**src/rtl/uart_rx_460k.sv**
```systemverilog
`default_nettype none
// +--------------------------------------------------------------------------+
// | uart_rx_460k : 8N1 UART receiver, mid-bit sampling, valid/ready output,  |
// |                framing/overrun/parity error pulses.                      |
// | Optional: define UART_RX_PARITY_EN for an even-parity bit before stop.   |
// | Revision: 1.0                                                            |
// +--------------------------------------------------------------------------+
module uart_rx_460k #(
  parameter int CLK_DIV  = 108,
  parameter int HALF_DIV = CLK_DIV / 2
) (
  input  logic       clk_in,
  input  logic       rst_n,
  input  logic       rx_in,
  output logic [7:0] rx_data,
  output logic       rx_valid,
  input  logic       rx_ready,
  output logic       frame_err,
  output logic       overrun_err,
  output logic       parity_err
);

  localparam int CW = (CLK_DIV > 1) ? $clog2(CLK_DIV) : 1;
  localparam logic [CW-1:0] FULL_LAST = CW'(CLK_DIV - 1);
  localparam logic [CW-1:0] HALF_LAST = CW'(HALF_DIV - 1);

  typedef enum logic [2:0] {
    S_IDLE   = 3'd0,
    S_START  = 3'd1,
    S_DATA   = 3'd2,
    S_PARITY = 3'd3,
    S_STOP   = 3'd4,
    S_BREAK  = 3'd5
  } state_t;

  state_t          state;
  logic            rx_meta;
  logic            rx_s;
  logic [CW-1:0]   cnt;
  logic [2:0]      bit_idx;
  logic [7:0]      shreg;
  logic            pend_good;
  logic            pend_ferr;
`ifdef UART_RX_PARITY_EN
  logic            par_bad;
  logic            pend_perr;
`endif

  always_ff @(posedge clk_in or negedge rst_n) begin
    if (!rst_n) begin
      rx_meta     <= 1'b1;
      rx_s        <= 1'b1;
      state       <= S_IDLE;
      cnt         <= '0;
      bit_idx     <= 3'd0;
      shreg       <= 8'd0;
      pend_good   <= 1'b0;
      pend_ferr   <= 1'b0;
      rx_data     <= 8'd0;
      rx_valid    <= 1'b0;
      frame_err   <= 1'b0;
      overrun_err <= 1'b0;
`ifdef UART_RX_PARITY_EN
      par_bad     <= 1'b0;
      pend_perr   <= 1'b0;
      parity_err  <= 1'b0;
`endif
    end else begin
      rx_meta     <= rx_in;
      rx_s        <= rx_meta;
      pend_good   <= 1'b0;
      pend_ferr   <= 1'b0;
      overrun_err <= 1'b0;
      frame_err   <= pend_ferr;
`ifdef UART_RX_PARITY_EN
      pend_perr   <= 1'b0;
      parity_err  <= pend_perr;
`endif

      // Commit stage runs one cycle after the stop-bit sample.
      if (pend_good) begin
        if (!rx_valid || rx_ready) begin
          rx_data  <= shreg;
          rx_valid <= 1'b1;
        end else begin
          overrun_err <= 1'b1;
        end
      end else if (rx_valid && rx_ready) begin
        rx_valid <= 1'b0;
      end

      case (state)
        S_IDLE: begin
          if (!rx_s) begin
            state <= S_START;
            cnt   <= '0;
          end
        end

        S_START: begin
          if (cnt == HALF_LAST) begin
            cnt <= '0;
            if (rx_s) begin
              state <= S_IDLE;
            end else begin
              state   <= S_DATA;
              bit_idx <= 3'd0;
            end
          end else begin
            cnt <= cnt + 1'b1;
          end
        end

        S_DATA: begin
          if (cnt == FULL_LAST) begin
            cnt     <= '0;
            shreg   <= {rx_s, shreg[7:1]};
            bit_idx <= bit_idx + 3'd1;
            if (bit_idx == 3'd7) begin
`ifdef UART_RX_PARITY_EN
              state <= S_PARITY;
`else
              state <= S_STOP;
`endif
            end
          end else begin
            cnt <= cnt + 1'b1;
          end
        end

`ifdef UART_RX_PARITY_EN
        S_PARITY: begin
          if (cnt == FULL_LAST) begin
            cnt     <= '0;
            par_bad <= rx_s ^ (^shreg);
            state   <= S_STOP;
          end else begin
            cnt <= cnt + 1'b1;
          end
        end
`endif

        S_STOP: begin
          if (cnt == FULL_LAST) begin
            cnt <= '0;
            // A good stop returns to idle half a bit early to resync on the next start edge.
            if (rx_s) begin
              state <= S_IDLE;
`ifdef UART_RX_PARITY_EN
              pend_good <= !par_bad;
              pend_perr <= par_bad;
`else
              pend_good <= 1'b1;
`endif
            end else begin
              state     <= S_BREAK;
              pend_ferr <= 1'b1;
            end
          end else begin
            cnt <= cnt + 1'b1;
          end
        end

        S_BREAK: begin
          if (rx_s) begin
            state <= S_IDLE;
          end
        end

        default: begin
          state <= S_IDLE;
          cnt   <= '0;
        end
      endcase
    end
  end

`ifndef UART_RX_PARITY_EN
  assign parity_err = 1'b0;
`endif

endmodule
`default_nettype wire

```
**config.mk**
```make
export PLATFORM = sky130hd
export DESIGN_NAME = uart_rx_460k
export DESIGN_NICKNAME = d
export VERILOG_FILES = /design/src/rtl/uart_rx_460k.sv
export SDC_FILE = /design/constraint.sdc
export NUM_CORES = 1
export LEC_CHECK = 0
export BUFFER_PORTS_ARGS = -buffer_cell sky130_fd_sc_hd__clkbuf_2
export CORE_MARGIN = 2
export CORE_UTILIZATION = 55
export CTS_CLUSTER_DIAMETER = 100
export CTS_CLUSTER_SIZE = 16
export DETAILED_ROUTE_END_ITERATION = 7
export PLACE_DENSITY = 0.75
export SLEW_MARGIN = 20
export SYNTH_ARGS = -nofsm -noshare
export SYNTH_HDL_FRONTEND = slang
export SYNTH_SLANG_ARGS = --single-unit
```
**constraint.sdc**
```tcl
create_clock -name clk_in -period 4.35 [get_ports clk_in]
set_input_delay 0.2175 -clock clk_in [delete_from_list [all_inputs] [get_ports clk_in]]
set_output_delay 0.2175 -clock clk_in [all_outputs]
set_load 0.05 [all_outputs]
```
* Word-level counts from Yosys, hierarchy flattened *
Index checks and enable logic that the tools add are counted.

operators by class
  add/subtract/negate cells = 2
  bitwise gates (word level) = 1
  multiplexer cells = 28
  equality and inequality tests = 15
  reduce and logical (&&, ||, !) cells = 13

operators with widths
  kind                   count
  $mux W3                10
  $pmux W7 S4            1
  $mux W7                3
  $pmux W3 S5            1
  $ne A2 B2 Y1 const B   7
  $mux W1                11
  $eq A3 B3 Y1 const B   3
  $reduce_and A2 Y1      4
  $add A7 B1 Y7 const B  1
  $eq A7 B6 Y1 const B   1
  $eq A7 B7 Y1 const B   1
  $pmux W3 S2            1
  $reduce_and A6 Y1      1
  $reduce_and A4 Y1      1
  $reduce_bool A2 Y1     2
  $add A3 B1 Y3 const B  1
  $eq A3 B1 Y1 const B   1
  $eq A3 B2 Y1 const B   1
  $logic_not A3 Y1       1
  $mux W2                1
  $ne A2 B1 Y1 const B   1
  $reduce_or A2 Y1       1
  $logic_and A1 B1 Y1    1
  $logic_not A1 Y1       1
  other kinds (2)        2

storage, ports and cells
  word-level logic and storage cells = 71
  bits in registers = 36

* Logic depth before layout (Yosys ltp) *
Gate-level depths: netlist of the first run.

  depth after elaboration = 4
  mapped depth = 6
  mapped depth without buffers = 6

* Worst setup path after synthesis of the first run *
No wires, ideal clock.

  kind = register to register
  start point = reg cnt[4]
  end point = reg shreg[6]
  path buffers = 1
  slack = 2.706 ns
  arrival time = 1.519 ns
  period minus slack after synthesis = 1.644 ns
  stages on the path, launching flop included = 6
  path through = dfrtp_1 -> buf_2 -> and4bb_2 -> nand3_2 -> nor3_2 -> mux2_2

between the ends
  cells in the longest elaborated chain, start to end = 2

RTL lines
  item                         line  text
  start: declaration           39    logic [CW-1:0] cnt;
  start signal: assignment     110   cnt <= cnt + 1'b1;
  start signal: assignment     127   cnt <= cnt + 1'b1;
  start signal: assignment     160   cnt <= cnt + 1'b1;
  $eq A7 B7 Y1                 115   if (cnt == FULL_LAST) begin
  $reduce_and A2 Y1 (no line)  -
  end signal: assignment       117   shreg <= {rx_s, shreg[7:1]};
  end: declaration             41    logic [7:0] shreg;

No other way between the ends.
A chain may end at the register's enable or synchronous reset.

* Worst setup path in the final report of the first run *
  start point = reg cnt[0]
  end point = reg shreg[7]

The elaborated chain is that of the path after synthesis.

==> impl_results.md, run 1 <==
- Count of flip-flops with a built-in enable after synthesis: 0
- CP cell instances: ha_1 > nand4_1 > nor3_2 > nand2_1 > mux2_2
- Die X: 58.9 um
- Slew Limit Headroom: 0.426
- Leak Pwr: approximately 0.86 nW
- Starting Density: 0.591
- Synth top cells by count: dfrtp_1, mux2_2, nor2_1
- Mapped Nets: 140
- GRT overflow: 0
- Delay-heaviest family, CP: simple AND/OR/NAND/NOR gates
- Largest cells by area after synthesis: dfrtp_1, mux2_2, dfstp_2
- WL/cell: approximately 15 um
- Largest net degree at the start of global routing: 37
- RSZ-0062 raised after global routing: no
- Row count: 19
- Syn Std Cell Area: 1660 um^2
- IO Port Bufs: 14
- Antenna violations before repair: 0
- Maxcap violations: 0
- Synth Area in Simple Gates: 0.151
- Pwr dens: ~280 nW/um^2
- Most common cell in the netlist: dfrtp_1
- Final min period: roughly 1.9 ns
- Largest family of logic cells by synthesized area: simple AND/OR/NAND/NOR gates
- Area grow syn2layout: 8.00%
- ANT cells: 0
- Pins Over Slew Limit: 0
- Die span in y: between 50 and 60 um
- CP Launch Type: register
- VDD IR max: about 0.25 mV
- Gr usage total: 0.189
- Clock root cell: clkbuf_4
- Vias per cell: 6.07
- DR vias: 1093
- Synth top area share: 0.513
- Data required time of the worst path: between 4 and 5 ns
- Overall Power: 0.506 mW
- CTS tree: yes
- Gate Count Post-Synth: roughly 130
- Compound-Gate Fraction of Synth Area: 0.103
- Ports: 16
- WS Path Type: reg2reg
- Final net count: between 150 and 200
- CP bufs+invs: 0
- Post-Synth XOR/XNOR Area: 0.0158
- Signal arrival time at the worst endpoint: around 2.1 ns
- Outcome: finished, violations left
- Yosys reg bits: 36
- Cell variety after synth: between 40 and 50
- Clk sinks: 36
- Clock Latency Late Sink: between 0.3 and 0.4 ns
- Worst-case clock buffer depth: 2
- Synth Warn #: 0
- Dpl hpwl: 1990 um
- CP max stage delay: around 0.42 ns
- Hold Violations, Final: 34
- DRC viols: 2
- Worst hold path class: in2async
- Fin Hold WS: -0.0215 ns
- 1st-iter DRT viols: between 60 and 70
- Leading area contributor after synthesis: dfrtp_1
- FMAX: 532 MHz
- Htree depth: 2
- Setup Viol. Count Final: 0
- Multiplexer area fraction after synthesis: 0.122
- Worst path slowest cell: dfrtp_1
- Asr flop ratio synth: 1.00
- Synth Flop Type: dfrtp_1
- CTS buffer count: 5
- Setup Buffers After CTS: 0
- Vias in the first global route: ~1100
- Mean post-synth cell area: around 13 um^2
- Post-synthesis adder-cell area fraction: 0.0302
- Part of the Yosys area used for sequential elements: 0.545
- Layout cell share with drive strength beyond 1: 0.342
- Die ar.: ~3500 um^2
- Actual slew at the worst max-slew pin: about 0.86 ns
- Core box area: 2810 um^2
- Max Fanout on Critical Path: 7
- Routed Antenna Nets: 0
- Tcrit/Tclk final: 0.432
- Post-Route WL: around 2700 um
- Worst Skew: approximately 0.0056 ns
- Setup TNS: 0 ns
- Gpl congestion: 0.884
- Clock transition at path regs: 0.10 ns
- Failing checks: DRC, hold timing
- DRT Pass-1 Iters: 6
- First-pass GRT wire length: 4890 um
- Worst setup EP type: register
==> layout by cell type (no fill, tap or decap), types with 3 or more instances in the layout <==
| master | synthesis | layout |
|---|---|---|
| mux2_2 | 17 | 17 |
| nand3_1 | 3 | 3 |
| nor2_1 | 7 | 7 |
| nor4_1 | 3 | 3 |
| ha_1 | 4 | 4 |
| inv_1 | 5 | 5 |
| dfrtp_1 | 34 | 34 |
| a21oi_1 | 5 | 5 |
| clkbuf_2 | 0 | 14 |
| nand2_1 | 5 | 5 |
| clkbuf_4 | 0 | 5 |
| nand2b_1 | 6 | 6 |
==> metal layers <==
metal / global-route usage / share of wire / vias up
met5: 0 / 0 / -
met4: 0.0844 / 0.011 / 0
met3: 0.0462 / 0.064 / 9
met2: 0.292 / 0.48 / 39
met1: 0.254 / 0.44 / 531
li1: - / - / 514
==> worst paths after layout <==
check / startpoint / endpoint / slack [ns] / cells after the start
setup / recovery: cnt[0] / shreg[7] / 2.47 / 5
hold / removal: rst_n / rx_data[1] / -0.02 / 1
setup reg to reg: cnt[0] / shreg[7] / 2.47 / 5
hold reg to reg: rx_meta / rx_s / 0.36 / 0
max in group asynchronous: rst_n / rx_data[7] / 3.84 / 1
min in group clk_in: rx_ready / overrun_err / 0.19 / 3
==> state kept, by name, indices dropped and copies added (netlist names), 3 cells and up <==
signal and flops:
state 3, bit_idx 3, rx_data 8, cnt 7
shreg 8
==> layout make-up <==
class                           instances  area [um^2]
Tap cell                               31         38.8
Multi-Input combinational cell         86          703
Timing Repair Buffer                   15         80.1
Sequential cell                        36          903
Fill cell                             224         1010
Inverter                                5         18.8
Clock buffer                            6         41.3
Clock inverter                          1         5.00
==> through the flow <==
step	hold slack (ns)	utilization	instance area, um^2	cells	setup WS (ns)
after global routing	0.0435	0.638	1790	180	2.27
after global placement	0.307	0.618	1730	172	2.53
after CTS	0.000511	0.638	1790	180	2.47
final	-0.0215	0.638	1790	180	2.47
after floorplan	-0.0781	-	1660	132	2.71
after detailed placement	0.313	0.618	1730	172	2.49
==> logic make-up after synthesis <==
group                      Yosys count
adders and majority gates            4
muxes                               18
buffers and inverters               10
other                                1
AOI/OAI and AO/OA                   23
DFF                                 36
and+or+nand+nor                     37
xor gates and xnor gates             3
==> power breakdown <==
| part | switching (mW) | total, mW | leakage (nW) | internal [mW] |
|---|---|---|---|---|
| Combinational | 0.00844 | 0.0104 | 0.354 | 0.00199 |
| Clock | 0.0989 | 0.158 | 0.0281 | 0.0595 |
| Sequential | 0.00121 | 0.337 | 0.481 | 0.336 |
==> repair_timing <==
item | in CTS | in global routing
endpoints found under the hold margin | 1 | 0
hold buffers | 1 | 0
resized for setup | 0 | 0
No activity file was read; power rests on OpenSTA's default activity.
==> inputs of run 2 (changes only) <==
Clock period 4.35 ns to 1.9 ns, I/O delays scaled along.
==> impl_results.md, run 2 (synthesis gave the netlist of run 1 again) <==
- Final core utilization: 0.667
- Outcome: finished, violations left
- Leak Pwr: 0.907 nW
- Commonest non-fill, non-tap cells in the layout: dfrtp_1, mux2_2, clkbuf_2, nor2_1, nand2b_1
- Clock Latency Late Sink: between 0.3 and 0.4 ns
- Htree depth: 2
- GRT overflow: 0
- Final min period: about 1.7 ns
- Maxcap violations: 0
- Worst reg-to-reg setup slack: between 0.15 and 0.2 ns
- Setup TNS: 0 ns
- Slew Limit Headroom: 0.434
- Hold buffer count at CTS: 2
- WS Path Type: reg2reg
- Gpl congestion: 0.890
- DRT Pass-1 Iters: 6
- Gr usage total: 0.187
- VDD IR max: about 0.54 mV
- Worst-case clock buffer depth: 2
- Final net count: 163
- Pwr dens: a little over 700 nW/um^2
- Setup Buffers After CTS: 0
- Cts repair resizes: 0
- DR vias: between 1000 and 1500
- Post-Route WL: about 2700 um
- FMAX: between 500 and 600 MHz
- CTS buffer count: 5
- Clock transition at path regs: 0.11 ns
- Worst hold path class: in2reg
- Max Fanout on Critical Path: 10
- RSZ-0062 raised after global routing: no
- Hold Violations, Final: 0
- DRC viols: 2
- Clock root cell: clkbuf_4
- Signal arrival time at the worst endpoint: ~2.0 ns
- Largest registers: rx_data x8, shreg x8, cnt x7
- Vias in the first global route: roughly 1000
- Row count: 19
- Area grow syn2layout: 12.9%
- Die ar.: 3470 um^2
- Starting Density: 0.591
- Ports: 16
- Worst setup EP type: register
- Setup Viol. Count Final: 0
- Fillers: roughly 210
- Die span in y: about 59 um
- Vias per cell: about 5.7
- Tcrit/Tclk final: 0.897
- 1st-iter DRT viols: 45
- Actual slew at the worst max-slew pin: between 0.8 and 0.9 ns
- ANT cells: 0
- Clk sinks: 36
- Routed Antenna Nets: 0
- Pins Over Slew Limit: 0
- Worst Skew: roughly 0.012 ns
- Die X: a little under 60 um
- Core box area: about 2800 um^2
- Fin area: around 1900 um^2
- WL/cell: 14.6 um
- Data required time of the worst path: ~2.2 ns
- IO Port Bufs: 14
- CTS tree: yes
- First-pass GRT wire length: about 4700 um
- Antenna violations before repair: 0
- CP Launch Type: register
- Post-DP Area: about 1800 um^2
- Commonest non-fill, non-tap cell in the layout: dfrtp_1
- Failing checks: DRC
- Layout cell share with drive strength beyond 1: 0.372
- Dpl hpwl: slightly below 2000 um
- Largest net degree at the start of global routing: 37
run 2: cell count changes in the layout (fill, tap and decap cells not counted), sizes merged:
cell and change:
buf +5, bufinv +1, clkbuf -1, clkinvlp +1
dlygate4sd3 +1
run 2: critical path, stage by stage (launching register included):
cell	delay, ns
dfrtp_1	0.49
nor2b_1	0.21
a21o_1	0.26
or4_4	0.54
a21oi_2	0.14
run 2: stage by stage:
stage / cells / worst slack, ns / power [mW] / hold slack (ns)
floorplan: 132 / 0.256 / 0.794 / -0.201
global placement: 177 / 0.203 / 0.810 / 0.186
detailed placement: 177 / 0.210 / 0.811 / 0.187
CTS: 187 / 0.201 / 1.35 / 0.0239
global route: 187 / 0.101 / 1.39 / 0.0443
finish: 187 / 0.195 / 1.34 / 0.0347
run 2: path summary, 6_finish.rpt:
| path | start | to | cells past startpoint |
|---|---|---|---|
| max | state[0] | cnt[5] | 4 |
| min | rx_ready | overrun_err | 3 |
| max reg2reg | state[0] | cnt[5] | 4 |
| min reg2reg | rx_meta | rx_s | 0 |
| max in group asynchronous | rst_n | cnt[0] | 2 |
| min in group asynchronous | rst_n | shreg[6] | 2 |
run 2: cell type report:
| type | instances | area, um^2 | area share |
|---|---|---|---|
| Clock buffer | 5 | 37.5 | 0.0201 |
| Clock inverter | 3 | 42.5 | 0.0227 |
| Inverter | 5 | 18.8 | 0.0100 |
| Multi-Input combinational cell | 86 | 703 | 0.376 |
| Sequential cell | 36 | 903 | 0.483 |
| Tap cell | 31 | 38.8 | 0.0207 |
| Timing Repair Buffer | 21 | 128 | 0.0682 |
run 2: routing by layer:
layer / GRT usage / vias to the layer above / part of all wire
met5: 0 / - / 0
met4: 0.0877 / 0 / 0.023
met3: 0.0725 / 8 / 0.051
met2: 0.273 / 30 / 0.47
met1: 0.246 / 503 / 0.46
li1: - / 530 / -
run 2: report_power, final:
| part | total (mW) | internal, mW | switching [mW] |
|---|---|---|---|
| clock network | 0.537 | 0.274 | 0.263 |
| registers | 0.773 | 0.770 | 0.00324 |
| logic | 0.0252 | 0.00588 | 0.0193 |
| total | 1.34 | 1.05 | 0.286 |
